$ cat config.mk
export PLATFORM = sky130hd
export DESIGN_NAME = seg_scan_driver_flat
export DESIGN_NICKNAME = d
export VERILOG_FILES = /design/src/rtl/seg_scan_driver_if.sv /design/src/rtl/seg_scan_driver.sv /design/src/flat_wrapper.sv
export SDC_FILE = /design/constraint.sdc
export NUM_CORES = 1
export LEC_CHECK = 0
export BUFFER_PORTS_ARGS = -buffer_cell sky130_fd_sc_hd__clkbuf_2
export CAP_MARGIN = 10
export CELL_PAD_IN_SITES_DETAIL_PLACEMENT = 0
export CELL_PAD_IN_SITES_GLOBAL_PLACEMENT = 2
export CORE_MARGIN = 10
export CORE_UTILIZATION = 35
export CTS_CLUSTER_SIZE = 8
export DETAILED_ROUTE_END_ITERATION = 16
export PLACE_DENSITY_LB_ADDON = 0.1
export REMOVE_ABC_BUFFERS = 1
export SYNTH_ARGS = -nofsm -noshare
export SYNTH_HDL_FRONTEND = slang
export SYNTH_SLANG_ARGS = --single-unit
$ cat constraint.sdc
create_clock -name i_clk -period 3.9 [get_ports i_clk]
set_input_delay 0.78 -clock i_clk [delete_from_list [all_inputs] [get_ports i_clk]]
set_output_delay 0.78 -clock i_clk [all_outputs]
set_load 0.03 [all_outputs]
$ cat src/rtl/seg_scan_driver_if.sv
// Bus bundle between the clock's six segment-pattern outputs and the display scanner.
// SEG_SCAN_BRIGHTNESS_EN adds the i_bright dimming level.
interface seg_scan_driver_if;
    logic [7:0] i_seg0;
    logic [7:0] i_seg1;
    logic [7:0] i_seg2;
    logic [7:0] i_seg3;
    logic [7:0] i_seg4;
    logic [7:0] i_seg5;
`ifdef SEG_SCAN_BRIGHTNESS_EN
    logic [2:0] i_bright;
`endif
    logic [7:0] o_seg;
    logic [5:0] o_dig;
    logic       o_frame;

    modport master (
        output i_seg0, output i_seg1, output i_seg2,
        output i_seg3, output i_seg4, output i_seg5,
`ifdef SEG_SCAN_BRIGHTNESS_EN
        output i_bright,
`endif
        input  o_seg, input o_dig, input o_frame
    );

    modport slave (
        input  i_seg0, input i_seg1, input i_seg2,
        input  i_seg3, input i_seg4, input i_seg5,
`ifdef SEG_SCAN_BRIGHTNESS_EN
        input  i_bright,
`endif
        output o_seg, output o_dig, output o_frame
    );
endinterface

$ cat src/rtl/seg_scan_driver.sv
// Six-digit time-multiplexed seven-segment scanner with a per-frame input snapshot.
// Optional macro SEG_SCAN_BRIGHTNESS_EN adds frame-latched PWM dimming via i_bright.
module seg_scan_driver #(
    parameter int DIV   = 1000,
    parameter int BLANK = 16
) (
    input  logic             i_clk,
    input  logic             i_rst,
    seg_scan_driver_if.slave bus
);
    localparam int            CW        = $clog2(DIV);
    localparam logic [CW-1:0] CNT_MAX   = CW'(DIV - 1);
    localparam logic [CW-1:0] CNT_BLANK = CW'(BLANK);

    logic [CW-1:0] cnt_r;
    logic [2:0]    idx_r;
    logic [7:0]    shadow_r [0:5];
    logic [7:0]    seg_r;
    logic [5:0]    dig_r;
    logic          frame_r;

    logic [7:0]    in_seg_s [0:5];
    logic [7:0]    cur_seg_s;
    logic [5:0]    cur_dig_s;
    logic          frame_start_s;
    logic          active_s;

    assign in_seg_s[0] = bus.i_seg0;
    assign in_seg_s[1] = bus.i_seg1;
    assign in_seg_s[2] = bus.i_seg2;
    assign in_seg_s[3] = bus.i_seg3;
    assign in_seg_s[4] = bus.i_seg4;
    assign in_seg_s[5] = bus.i_seg5;

    assign frame_start_s = (cnt_r == {CW{1'b0}}) && (idx_r == 3'd0);

    // Digit select and pattern of the current slot; out-of-range idx lights nothing.
    always_comb begin
        cur_seg_s = 8'h00;
        cur_dig_s = 6'b000000;
        case (idx_r)
            3'd0: begin cur_seg_s = shadow_r[0]; cur_dig_s = 6'b000001; end
            3'd1: begin cur_seg_s = shadow_r[1]; cur_dig_s = 6'b000010; end
            3'd2: begin cur_seg_s = shadow_r[2]; cur_dig_s = 6'b000100; end
            3'd3: begin cur_seg_s = shadow_r[3]; cur_dig_s = 6'b001000; end
            3'd4: begin cur_seg_s = shadow_r[4]; cur_dig_s = 6'b010000; end
            3'd5: begin cur_seg_s = shadow_r[5]; cur_dig_s = 6'b100000; end
            default: begin cur_seg_s = 8'h00; cur_dig_s = 6'b000000; end
        endcase
    end

`ifdef SEG_SCAN_BRIGHTNESS_EN
    localparam logic [CW-1:0] CNT_PRE = CW'(BLANK - 1);

    logic [2:0] pwm_r;
    logic [2:0] bright_r;

    // PWM phase restarts so it reads 0 on the first active cycle of every slot.
    always_ff @(posedge i_clk) begin
        if (i_rst) begin
            pwm_r    <= 3'd0;
            bright_r <= 3'd7;
        end else begin
            if (cnt_r == CNT_PRE) begin
                pwm_r <= 3'd0;
            end else begin
                pwm_r <= pwm_r + 3'd1;
            end
            if (frame_start_s) begin
                bright_r <= bus.i_bright;
            end else begin
                bright_r <= bright_r;
            end
        end
    end

    // Lit only past the blanking gap and within the brightness duty window.
    always_comb begin
        active_s = 1'b0;
        if ((cnt_r >= CNT_BLANK) && (pwm_r <= bright_r)) begin
            active_s = 1'b1;
        end else begin
            active_s = 1'b0;
        end
    end
`else
    // Lit only past the blanking gap.
    always_comb begin
        active_s = 1'b0;
        if (cnt_r >= CNT_BLANK) begin
            active_s = 1'b1;
        end else begin
            active_s = 1'b0;
        end
    end
`endif

    // Scan counters, frame-start snapshot and registered display outputs.
    always_ff @(posedge i_clk) begin
        if (i_rst) begin
            cnt_r   <= {CW{1'b0}};
            idx_r   <= 3'd0;
            seg_r   <= 8'h00;
            dig_r   <= 6'b000000;
            frame_r <= 1'b0;
            for (int n = 0; n < 6; n++) begin
                shadow_r[n] <= 8'h00;
            end
        end else begin
            if (cnt_r == CNT_MAX) begin
                cnt_r <= {CW{1'b0}};
                idx_r <= (idx_r == 3'd5) ? 3'd0 : idx_r + 3'd1;
            end else begin
                cnt_r <= cnt_r + CW'(1'b1);
            end
            if (frame_start_s) begin
                for (int n = 0; n < 6; n++) begin
                    shadow_r[n] <= in_seg_s[n];
                end
                frame_r <= 1'b1;
            end else begin
                frame_r <= 1'b0;
            end
            if (active_s) begin
                seg_r <= cur_seg_s;
                dig_r <= cur_dig_s;
            end else begin
                seg_r <= 8'h00;
                dig_r <= 6'b000000;
            end
        end
    end

    assign bus.o_seg   = seg_r;
    assign bus.o_dig   = dig_r;
    assign bus.o_frame = frame_r;
endmodule

$ cat src/flat_wrapper.sv
// flat-port wrapper written by rule: the top's interface ports become plain ports
module seg_scan_driver_flat 
#(
    parameter int DIV   = 1000,
    parameter int BLANK = 16
)
  (i_clk, i_rst, bus_i_seg0, bus_i_seg1, bus_i_seg2, bus_i_seg3, bus_i_seg4, bus_i_seg5, bus_o_seg, bus_o_dig, bus_o_frame);
  seg_scan_driver_if bus_i ();
  input  logic i_clk;
  input  logic i_rst;
  input wire logic [$bits(bus_i.i_seg0)-1:0] bus_i_seg0;
  input wire logic [$bits(bus_i.i_seg1)-1:0] bus_i_seg1;
  input wire logic [$bits(bus_i.i_seg2)-1:0] bus_i_seg2;
  input wire logic [$bits(bus_i.i_seg3)-1:0] bus_i_seg3;
  input wire logic [$bits(bus_i.i_seg4)-1:0] bus_i_seg4;
  input wire logic [$bits(bus_i.i_seg5)-1:0] bus_i_seg5;
  output wire logic [$bits(bus_i.o_seg)-1:0] bus_o_seg;
  output wire logic [$bits(bus_i.o_dig)-1:0] bus_o_dig;
  output wire logic [$bits(bus_i.o_frame)-1:0] bus_o_frame;
  assign bus_i.i_seg0 = bus_i_seg0;
  assign bus_i.i_seg1 = bus_i_seg1;
  assign bus_i.i_seg2 = bus_i_seg2;
  assign bus_i.i_seg3 = bus_i_seg3;
  assign bus_i.i_seg4 = bus_i_seg4;
  assign bus_i.i_seg5 = bus_i_seg5;
  assign bus_o_seg = bus_i.o_seg;
  assign bus_o_dig = bus_i.o_dig;
  assign bus_o_frame = bus_i.o_frame;
  seg_scan_driver #(.DIV(DIV), .BLANK(BLANK)) u_core (.i_clk(i_clk), .i_rst(i_rst), .bus(bus_i));
endmodule
# After elaboration in Yosys (flattened, before gate mapping)
# Memory sizes are Yosys's and may differ from the RTL's.
# Index checks and enable logic that the tools add are counted.
[classes]
n_addsub = 2
n_lt_le_gt_ge = 1
n_eq_ne = 6
n_mux = 15
n_bitwise = 7
n_reduce_logical = 5
[ops]
columns = ["op", "count"]
rows = [
  ["2-to-1 mux 8 bit", 6],
  ["one-hot mux 8 bit (6 select lines)", 1],
  ["one-hot mux 6 bit (6 select lines)", 1],
  ["adder 10 x 1 -> 10 bit, second input constant", 1],
  ["equality test 10 bit, second input constant", 1],
  [">= comparator 10 x 5 -> 1 bit, second input constant", 1],
  ["logical NOT 10 bit", 1],
  ["equality test 3 x 2 -> 1 bit, second input constant", 2],
  ["equality test 3 bit, second input constant", 2],
  ["2-to-1 mux 1 bit", 6],
  ["OR 1 bit", 6],
  ["OR reduction 2 bit", 2],
  ["adder 3 x 1 -> 3 bit, second input constant", 1],
  ["equality test 3 x 1 -> 1 bit, second input constant", 1],
  ["logical NOT 3 bit", 1],
  ["2-to-1 mux 3 bit", 1],
  ["logical AND 1 bit", 1],
  ["inverter 1 bit", 1],
]
[word_totals]
register_bits = 28
ramBits = 48
inputBits = 50
output_inout_bits = 15
word_cells = 42
memories = 1
[memory_table]
columns = ["memory", "depth", "word_bits", "rd", "rd_clocked_by_memory_dff", "write_ports", "line_no", "rtl"]
rows = [
  ["u_core.shadow_r", 6, 8, 6, 0, 6, "seg_scan_driver.sv:17", "logic [7:0] shadow_r [0:5];"],
]

# Depth between registers and ports, before layout
# Gate-level depths: netlist of run 1.
[logic_depth]
ltp_word = 6
depth_mapped = 8
mapped_depth_nobuf = 5

# Least setup slack after synthesis of run 1
# OpenSTA, ideal clock, no wires.
[synth_path]
kind = "register to register"
start = "register u_core.idx_r[1]"
end = "memory u_core.shadow_r[0][0] (enable)"
setup_time_ps = 464
t_arrival_ps = 3053
required_time_ps = 3436
path_slack_ps = 383
stages_incl_launch_ff = 5
n_path_buf = 1
period_less_slack_ps = 3517
path_cell_list = "dfxtp_1 buf_6 nor3_2 nand3_1 o21bai_1"
[synth_rtl]
columns = ["item", "line_no", "rtl"]
rows = [
  ["start: declaration", "seg_scan_driver.sv:16", "logic [2:0] idx_r;"],
  ["start signal: assignment", "seg_scan_driver.sv:112", "idx_r <= (idx_r == 3'd5) ? 3'd0 : idx_r + 3'd1;"],
  ["end: declaration", "seg_scan_driver.sv:17", ""],
]

==> flow_metrics.tcl, run 1 <==
set metrics [dict create \
    outcome "completed" \
    relSlewSlack 0.525 \
    avgRoutedWirePerCell_um 15.3 \
    switching_share 0.223 \
    syn2layout_area_growth_pct 18.8 \
    numCtsBuffers 9 \
    dp_cells 425 \
    holdWs_ns 0.467 \
    worstHoldPathType "reg2reg" \
    cellLeakagePower_nw 1.54 \
    grt_max_degree 37 \
    combPwrFrac 0.083 \
    routed-via-count 2082 \
    finalHoldViolCount 0 \
    min_from "u_core.cnt_r[0]" \
    wl_um 6750 \
    routabilityCongestion 0.773 \
    dieArea_sq_um 13500 \
    drtPass1Iterations 6 \
    irDropWorstVdd_mv 0.206 \
    power_frac_seq 0.549 \
    synth_top_area_frac 0.447 \
    stdcell_count 441 \
    r2r-start "u_core.idx_r[1]" \
    cts_buffer_depth 2 \
    vias_per_cell 4.72 \
    clockPowerShare 0.368 \
    reg2reg_to "u_core.shadow_r[0][24]" \
    synth_area_leaders "edfxtp_1 45%, dfxtp_1 17%, and2_1 9.9%" \
    synth_most_common_cell "and2_1" \
    syn_inst 267 \
    setup_viol 0 \
    clk_pin_slew_ns 0.07 \
    async_reset_ff_frac 0 \
    yosysUniqueCellTypes 42 \
    drive_gt1_frac 0.288 \
    critPathCaptureType "flop" \
    grt_pass1_wl_um 10800 \
    drtIter0Drc 81 \
    dp_hpwl_um 4930 \
    fill_cells 889 \
    period_share 0.658 \
    grt_pass1_vias 2201 \
    initial_core_util 0.365 \
    clockRootBuffer "clkbuf_8" \
    clkLatencyLatePin_ns 0.35 \
    startpoint_type "flop" \
    cts_resized 0 \
    skew_ns 0.00776 \
    synth.avg_cell_area_sq_um 12.1 \
    layout.nets 381 \
    synth_top_area_cell "edfxtp_1" \
    cap_violations 0 \
    grt_usage 0.106 \
    synth_edf_count 48 \
    crit_type "reg2reg" \
    die_w_um 116 \
    worstMarginPinSlew_ns 0.711 \
    ant_nets 0 \
    seq_area_frac_synth 0.620 \
    total_power_mw 1.77 \
    setup_tns_ns 0 \
    power.density_nw_per_um2 461 \
    rows 34 \
    yosysWarnings 0 \
    slew_violations 0 \
    r2r_cells 4 \
    drc_errors 0 \
    required_ns 3.93 \
    hold_buffers 0 \
    switchingPower_mw 0.395 \
    numClockSinks 76 \
    ys_top_cells_by_count "51 x and2_1, 48 x edfxtp_1, 28 x dfxtp_1" \
    intPower_mw 1.37 \
    rsz0062_at_grt "false" \
    cp.arrival_ns 2.59 \
    antenna_cells 0 \
    io_buffers 64 \
    layout.area.seq_sq_um 2000 \
    max_freq_ghz 0.390 \
    hold_depth 1 \
    cts_tree "done" \
    antenna_found_initial 0 \
    ys_ff_latch 76 \
    io_pins 65 \
    holdPathEnd "u_core.cnt_r[0]" \
    dieHeight_um 116 \
    cp_max_fo 25 \
    gr-total-overflow 0 \
    multi_input_area_sq_um 1120 \
    synthFlopType "edfxtp_1" \
    htree_levels 3 \
    core_area_sq_um 8850 \
    cts_setup_buffers 0 \
    syn_area_sq_um 3230 \
    ff2ff_setup_slack_ns 1.33 \
    fin_crit_ns 2.57 \
]
registers in the layout, summed over array words and instances, names as in the netlist:
signal	flops
u_core.bus.o_dig	6
u_core.bus.o_frame	1
u_core.bus.o_seg	8
u_core.cnt_r	10
u_core.idx_r	3
u_core.shadow_r	48
per-stage QoR:
stage	setup slack [ns]	util	cell area, sq um
floorplan	0.310	-	3120
global placement	1.42	0.409	3620
detailed placement	1.29	0.409	3620
CTS	1.27	0.434	3840
global route	1.15	0.434	3840
finish	1.33	0.434	3840
metal layers:
metal  track usage  vias to the layer above  part of all wire
met3        0.0470                       11             0.068
met2         0.160                       49              0.47
li1              -                     1061                 -
met5             0                        -                 0
met4        0.0450                        0             0.016
met1         0.128                      961              0.45
placed cells by master, fill, tap and decap left out, types with 4 or more instances in the layout:
master,count
dfxtp_1,28
a21oi_1,6
clkbuf_8,9
o21ai_0,4
xnor2_1,4
nor2_1,20
mux2_2,8
a31oi_1,7
nand2_1,9
inv_1,6
nand3_1,6
edfxtp_1,48
clkbuf_2,64
a22oi_1,11
and2_1,51
cell type report:
class,instances,area share
clock buffer,10,0.0333
tap,108,0.0352
clock inverter,6,0.0232
multi-input combinational,168,0.291
timing repair buffer,67,0.0894
inverter,6,0.00587
sequential,76,0.522
cells by family after synthesis:
| logic type | after synthesis | share of synthesized area |
|---|---|---|
| compound gates | 39 | 0.0833 |
| xor+xnor | 6 | 0.0163 |
| buf+inv | 23 | 0.0391 |
| mux | 8 | 0.0279 |
| flops | 76 | 0.620 |
| simple gates | 112 | 0.202 |
| fa+ha+maj | 3 | 0.0116 |
worst max path at each step:
stage,slack (ns),end,start,cells after the start
2_1_floorplan,0.31,u_core.shadow_r[0][0],u_core.idx_r[2],3
3_3_place_gp,1.42,u_core.shadow_r[0][14],u_core.idx_r[1],4
3_5_place_dp,1.29,u_core.shadow_r[0][32],u_core.idx_r[1],4
4_1_cts,1.27,u_core.shadow_r[0][6],u_core.idx_r[1],4
5_1_grt,1.15,u_core.shadow_r[0][20],u_core.idx_r[1],4
6_report,1.33,u_core.shadow_r[0][24],u_core.idx_r[1],4
worst max-delay path, stage by stage (launching register included):
cell,delay [ns]
dfxtp_1,0.54
nor3_2,0.40
nand3_1,0.24
o21bai_4,0.62
buf_4,0.43
power by group through the flow:
| stage | clock, mW | combinational [mW] | sequential, mW |
|---|---|---|---|
| finish | 0.651 | 0.147 | 0.972 |
| global route | 0.708 | 0.166 | 0.980 |
| CTS | 0.670 | 0.152 | 0.973 |
| detailed placement | 0 | 0.151 | 0.991 |
| global placement | 0 | 0.149 | 0.993 |
| floorplan | 0 | 0.0819 | 0.993 |
Power figures use the tool's default switching activity.
==> inputs of run 2 (changes only) <==
==> constraint.sdc (replaced) <==
create_clock -name i_clk -period 2.45 [get_ports i_clk]
set_input_delay 0.49 -clock i_clk [delete_from_list [all_inputs] [get_ports i_clk]]
set_output_delay 0.49 -clock i_clk [all_outputs]
set_load 0.03 [all_outputs]
==> run 2 against run 1 <==
Die area is the same. Sequential share of layout area shrank 0.085 points. Setup slack lost 0.86 ns. Critical path type unchanged. Sequential power grew 59%. Register-to-register slack lost 0.86 ns. Clock power grew 47%. Clock skew grew 0.0013 ns. Largest power group unchanged. Critical path depth is the same. Total power grew 55%.
==> flow_metrics.tcl, run 2 (synthesis gave the netlist of run 1 again) <==
set metrics [dict create \
    layout.nets 384 \
    total_power_mw 2.75 \
    skew_ns 0.00902 \
    ff2ff_setup_slack_ns 0.48 \
    grt_usage 0.109 \
    avgRoutedWirePerCell_um 15.6 \
    min_from "bus_i_seg4[0]" \
    grt_pass1_wl_um 11200 \
    utilization 0.434 \
    rsz0062_at_grt "false" \
    hold_depth 2 \
    core_area_sq_um 8850 \
    r2r-start "u_core.idx_r[0]" \
    die_w_um 116 \
    drc_errors 0 \
    io_pins 65 \
    vias_per_cell 4.71 \
    cap_violations 0 \
    postLayoutCellArea_sq_um 3840 \
    clk_pin_slew_ns 0.08 \
    top_register "u_core.shadow_r" \
    fill_cells 911 \
    outcome "completed" \
    numCtsBuffers 9 \
    holdPathEnd "u_core.shadow_r[0][32]" \
    power.density_nw_per_um2 715 \
    r2r_cells 4 \
    htree_levels 3 \
    hold_buffers 0 \
    place_area_sq_um 3640 \
    clockRootBuffer "clkbuf_8" \
    crit_type "reg2reg" \
    worstMarginPinSlew_ns 0.509 \
    layout_common_cells "64 x clkbuf_2, 51 x and2_1, 48 x edfxtp_1" \
    ant_nets 0 \
    startpoint_type "flop" \
    cp_max_fo 32 \
    irDropWorstVdd_mv 0.294 \
    wl_um 6930 \
    dp_hpwl_um 5060 \
    dieArea_sq_um 13500 \
    drtIter0Drc 124 \
    cts_buffer_depth 2 \
    drive_gt1_frac 0.295 \
    fin_crit_ns 1.97 \
    final_common_cell "clkbuf_2" \
    drtPass1Iterations 4 \
    clkLatencyLatePin_ns 0.35 \
    antenna_cells 0 \
    setup_viol 0 \
    syn2layout_area_growth_pct 19.0 \
    fin_ws_ns 0.475 \
    largest_reg_flops 48 \
    required_ns 2.46 \
    cts_resized 0 \
    grt_max_degree 38 \
    numClockSinks 76 \
    cts_tree "done" \
    rows 34 \
    grt_pass1_vias 2270 \
    gr-total-overflow 0 \
    cp.arrival_ns 1.99 \
    period_share 0.806 \
    initial_core_util 0.365 \
    reg2reg_to "u_core.shadow_r[0][2]" \
    relSlewSlack 0.660 \
    max_freq_ghz 0.506 \
    pre_cts_ws_ns 0.440 \
    cts_setup_buffers 0 \
    io_buffers 64 \
    critPathCaptureType "flop" \
    slew_violations 0 \
    finalHoldViolCount 0 \
    worstHoldPathType "in2reg" \
    cellLeakagePower_nw 1.55 \
    routed-via-count 2091 \
    routabilityCongestion 0.742 \
    dieHeight_um 116 \
    antenna_found_initial 0 \
]
run 2: cell count changes in the layout (fill, tap and decap cells not counted):
cell / previous run / this run
clkinv_2: 1 / 0
buf_4: 3 / 6
clkinvlp_4: 2 / 1
inv_6: 1 / 2
bufinv_16: 2 / 1
clkinv_4: 0 / 2
run 2: per-stage QoR:
step | instances | setup TNS, ns | hold WS (ns)
2_1_floorplan | 250 | -54.72 | 0.426
3_3_place_gp | 428 | 0 | 0.444
3_5_place_dp | 428 | 0 | 0.449
4_1_cts | 444 | 0 | 0.393
5_1_grt | 444 | 0 | 0.392
6_report | 444 | 0 | 0.409
run 2: cell type report:
class | count | area, sq um | share of cell area
sequential | 76 | 2000 | 0.521
multi-input combinational | 168 | 1120 | 0.291
timing repair buffer | 70 | 365 | 0.0951
tap | 108 | 135 | 0.0352
clock buffer | 10 | 128 | 0.0332
clock inverter | 6 | 72.6 | 0.0189
inverter | 6 | 22.5 | 0.00586
run 2: critical path, cell delays in order, from the launching register on:
cell and delay (ns):
dfxtp_1 0.47, nor3_2 0.36, nand3_1 0.24, o21bai_4 0.17, buf_4 0.37
run 2: worst max path at each step:
stage	start	endpoint	cells after the start
2_1_floorplan	u_core.idx_r[2]	u_core.shadow_r[0][0]	3
3_3_place_gp	u_core.idx_r[0]	u_core.shadow_r[0][23]	4
3_5_place_dp	u_core.idx_r[0]	u_core.shadow_r[0][47]	4
4_1_cts	u_core.idx_r[0]	u_core.shadow_r[0][42]	4
5_1_grt	u_core.idx_r[0]	u_core.shadow_r[0][2]	4
6_report	u_core.idx_r[0]	u_core.shadow_r[0][2]	4
run 2: layer usage:
layer	GRT usage	wire, um
met5	0	0
met4	0.0375	80
met3	0.0506	468
met2	0.168	3230
met1	0.132	3150
run 2: where the power goes:
group          internal [mW]  switching [mW]
clock                  0.481           0.479
sequential              1.51          0.0383
combinational          0.109           0.132
total                   2.10           0.649
==> inputs of run 3 (changes only) <==
==> constraint.sdc (replaced) <==
create_clock -name i_clk -period 1.9 [get_ports i_clk]
set_input_delay 0.38 -clock i_clk [delete_from_list [all_inputs] [get_ports i_clk]]
set_output_delay 0.38 -clock i_clk [all_outputs]
set_load 0.03 [all_outputs]
==> run 3 against run 2 <==
Global-route usage increased by 0.064 points. Sequential share of layout area is 1.1 points lower. Highest routed layer unchanged. Combinational power up 37%. Critical path type unchanged. Sequential power increased by 28%. Register-to-register slack got worse by 0.30 ns. Final cell count increased by 2.5%. Non-clock buffer count grew 11. Clock power increased by 16%. Count of clock-buffer cells in the layout stayed put.
==> flow_metrics.tcl, run 3 (synthesis gave the netlist of run 1 again) <==
set metrics [dict create \
    outcome "completed" \
    holdWs_ns 0.297 \
    cts_setup_buffers 0 \
    intPower_mw 2.59 \
    fin_crit_ns 1.72 \
    irDropWorstVdd_mv 0.407 \
    drive_gt1_frac 0.317 \
    core_area_sq_um 8850 \
    rows 34 \
    drtIter0Drc 109 \
    grt_pass1_wl_um 11400 \
    combPwrFrac 0.096 \
    grt.busiest_layer "met2" \
    antenna_found_initial 0 \
    fill_cells 883 \
    numCtsBuffers 9 \
    io_pins 65 \
    routabilityCongestion 0.723 \
    critPathBufInv 2 \
    max_freq_ghz 0.581 \
    period_share 0.905 \
    gr-usage-met1 0.141 \
    avgRoutedWirePerCell_um 15.3 \
    hold_buffers 0 \
    worstPathCellList "buf_4 > nor3_2 > nand3_1 > o21bai_4 > buf_12" \
    cellLeakagePower_nw 1.60 \
    antenna_cells 0 \
    cap_violations 0 \
    required_ns 1.93 \
    io_buffers 64 \
    layout.nets 395 \
    switching_share 0.245 \
    clk_pin_slew_ns 0.09 \
    ant_nets 0 \
    cp_top_family "buffers and inverters" \
    startpoint_type "flop" \
    grt_usage 0.109 \
    cts_buffer_depth 2 \
    utilization 0.444 \
    slew_violations 0 \
    drtPass1Iterations 4 \
    htree_levels 3 \
    slowest_stage "dfxtp_1" \
    setup_viol 0 \
    largest_reg_flops 48 \
    routed-via-count 2154 \
    layout_common_cells "64 x clkbuf_2, 51 x and2_1, 48 x edfxtp_1" \
    worstHoldPathType "in2reg" \
    switchingPower_mw 0.841 \
    wl_um 6960 \
    worstMarginPinSlew_ns 0.375 \
    worst_path_largest_cell_delay_ns 0.35 \
    grtUsageMet2 0.165 \
    initial_core_util 0.365 \
    gr-total-overflow 0 \
    power_frac_seq 0.581 \
    cts_tree "done" \
    cp.arrival_ns 1.75 \
    power.density_nw_per_um2 874 \
    grt_pass1_vias 2314 \
    dieArea_sq_um 13500 \
    cp_max_fo 44 \
    grt_max_degree 45 \
    relSlewSlack 0.750 \
    final_common_cell "clkbuf_2" \
    layout.area.seq_sq_um 2000 \
    clkLatencyLatePin_ns 0.35 \
    vias_per_cell 4.73 \
    crit_type "reg2reg" \
    finalHoldViolCount 0 \
    top_register "u_core.shadow_r" \
    rsz0062_at_grt "false" \
    skew_ns 0.0117 \
    die_w_um 116 \
    total_power_mw 3.43 \
    syn2layout_area_growth_pct 21.6 \
    clockRootBuffer "clkbuf_8" \
    dieHeight_um 116 \
    clockPowerShare 0.323 \
    grt_util_met3 0.0465 \
    critPathCaptureType "flop" \
    cts_resized 0 \
    multi_input_area_sq_um 1120 \
    numClockSinks 76 \
    dp_hpwl_um 5170 \
    drc_errors 0 \
]
## run 3: cell types whose count changed in the layout (fill, tap and decap cells not counted), sizes merged
cell,before,now
clkinv,2,3
bufinv,1,0
buf,6,17
## run 3: path summary, 6_finish.rpt
| path | from | end | slack [ns] | depth (start not counted) |
|---|---|---|---|---|
| setup / recovery | u_core.idx_r[1] | u_core.shadow_r[0][9] | 0.18 | 5 |
| hold reg to reg | u_core.cnt_r[0] | u_core.cnt_r[0] | 0.46 | 1 |
| setup reg to reg | u_core.idx_r[1] | u_core.shadow_r[0][9] | 0.18 | 5 |
| hold / removal | bus_i_seg3[7] | u_core.shadow_r[0][31] | 0.30 | 2 |
## run 3: power by group through the flow
stage	logic [mW]	registers (mW)	clock network [mW]
after detailed placement	0.341	2.03	0
after global placement	0.338	2.03	0
after global routing	0.374	2.01	1.22
after floorplan	0.168	2.04	0
final	0.331	1.99	1.11
after CTS	0.343	1.99	1.16
## run 3: area by class of cell
type / count / area share
clock buffers: 10 / 0.0325
clock inverters: 6 / 0.0121
inverters: 6 / 0.00574
multi-input cells: 168 / 0.285
flip-flops and latches: 76 / 0.510
well taps: 108 / 0.0344
repair buffers: 81 / 0.120
## run 3: metal layers
layer / share of wire / wire length [um]
met5: 0 / 0
met1: 0.48 / 3310
met2: 0.45 / 3130
met4: 0.011 / 74
met3: 0.063 / 440
## run 3: stage by stage
step | TNS, ns | cells | area (sq um) | worst slack [ns]
floorplan | -92.35 | 250 | 3120 | -1.69
global placement | 0 | 439 | 3750 | 0.194
detailed placement | 0 | 439 | 3750 | 0.178
CTS | 0 | 455 | 3930 | 0.168
global route | 0 | 455 | 3930 | 0.0483
finish | 0 | 455 | 3930 | 0.180
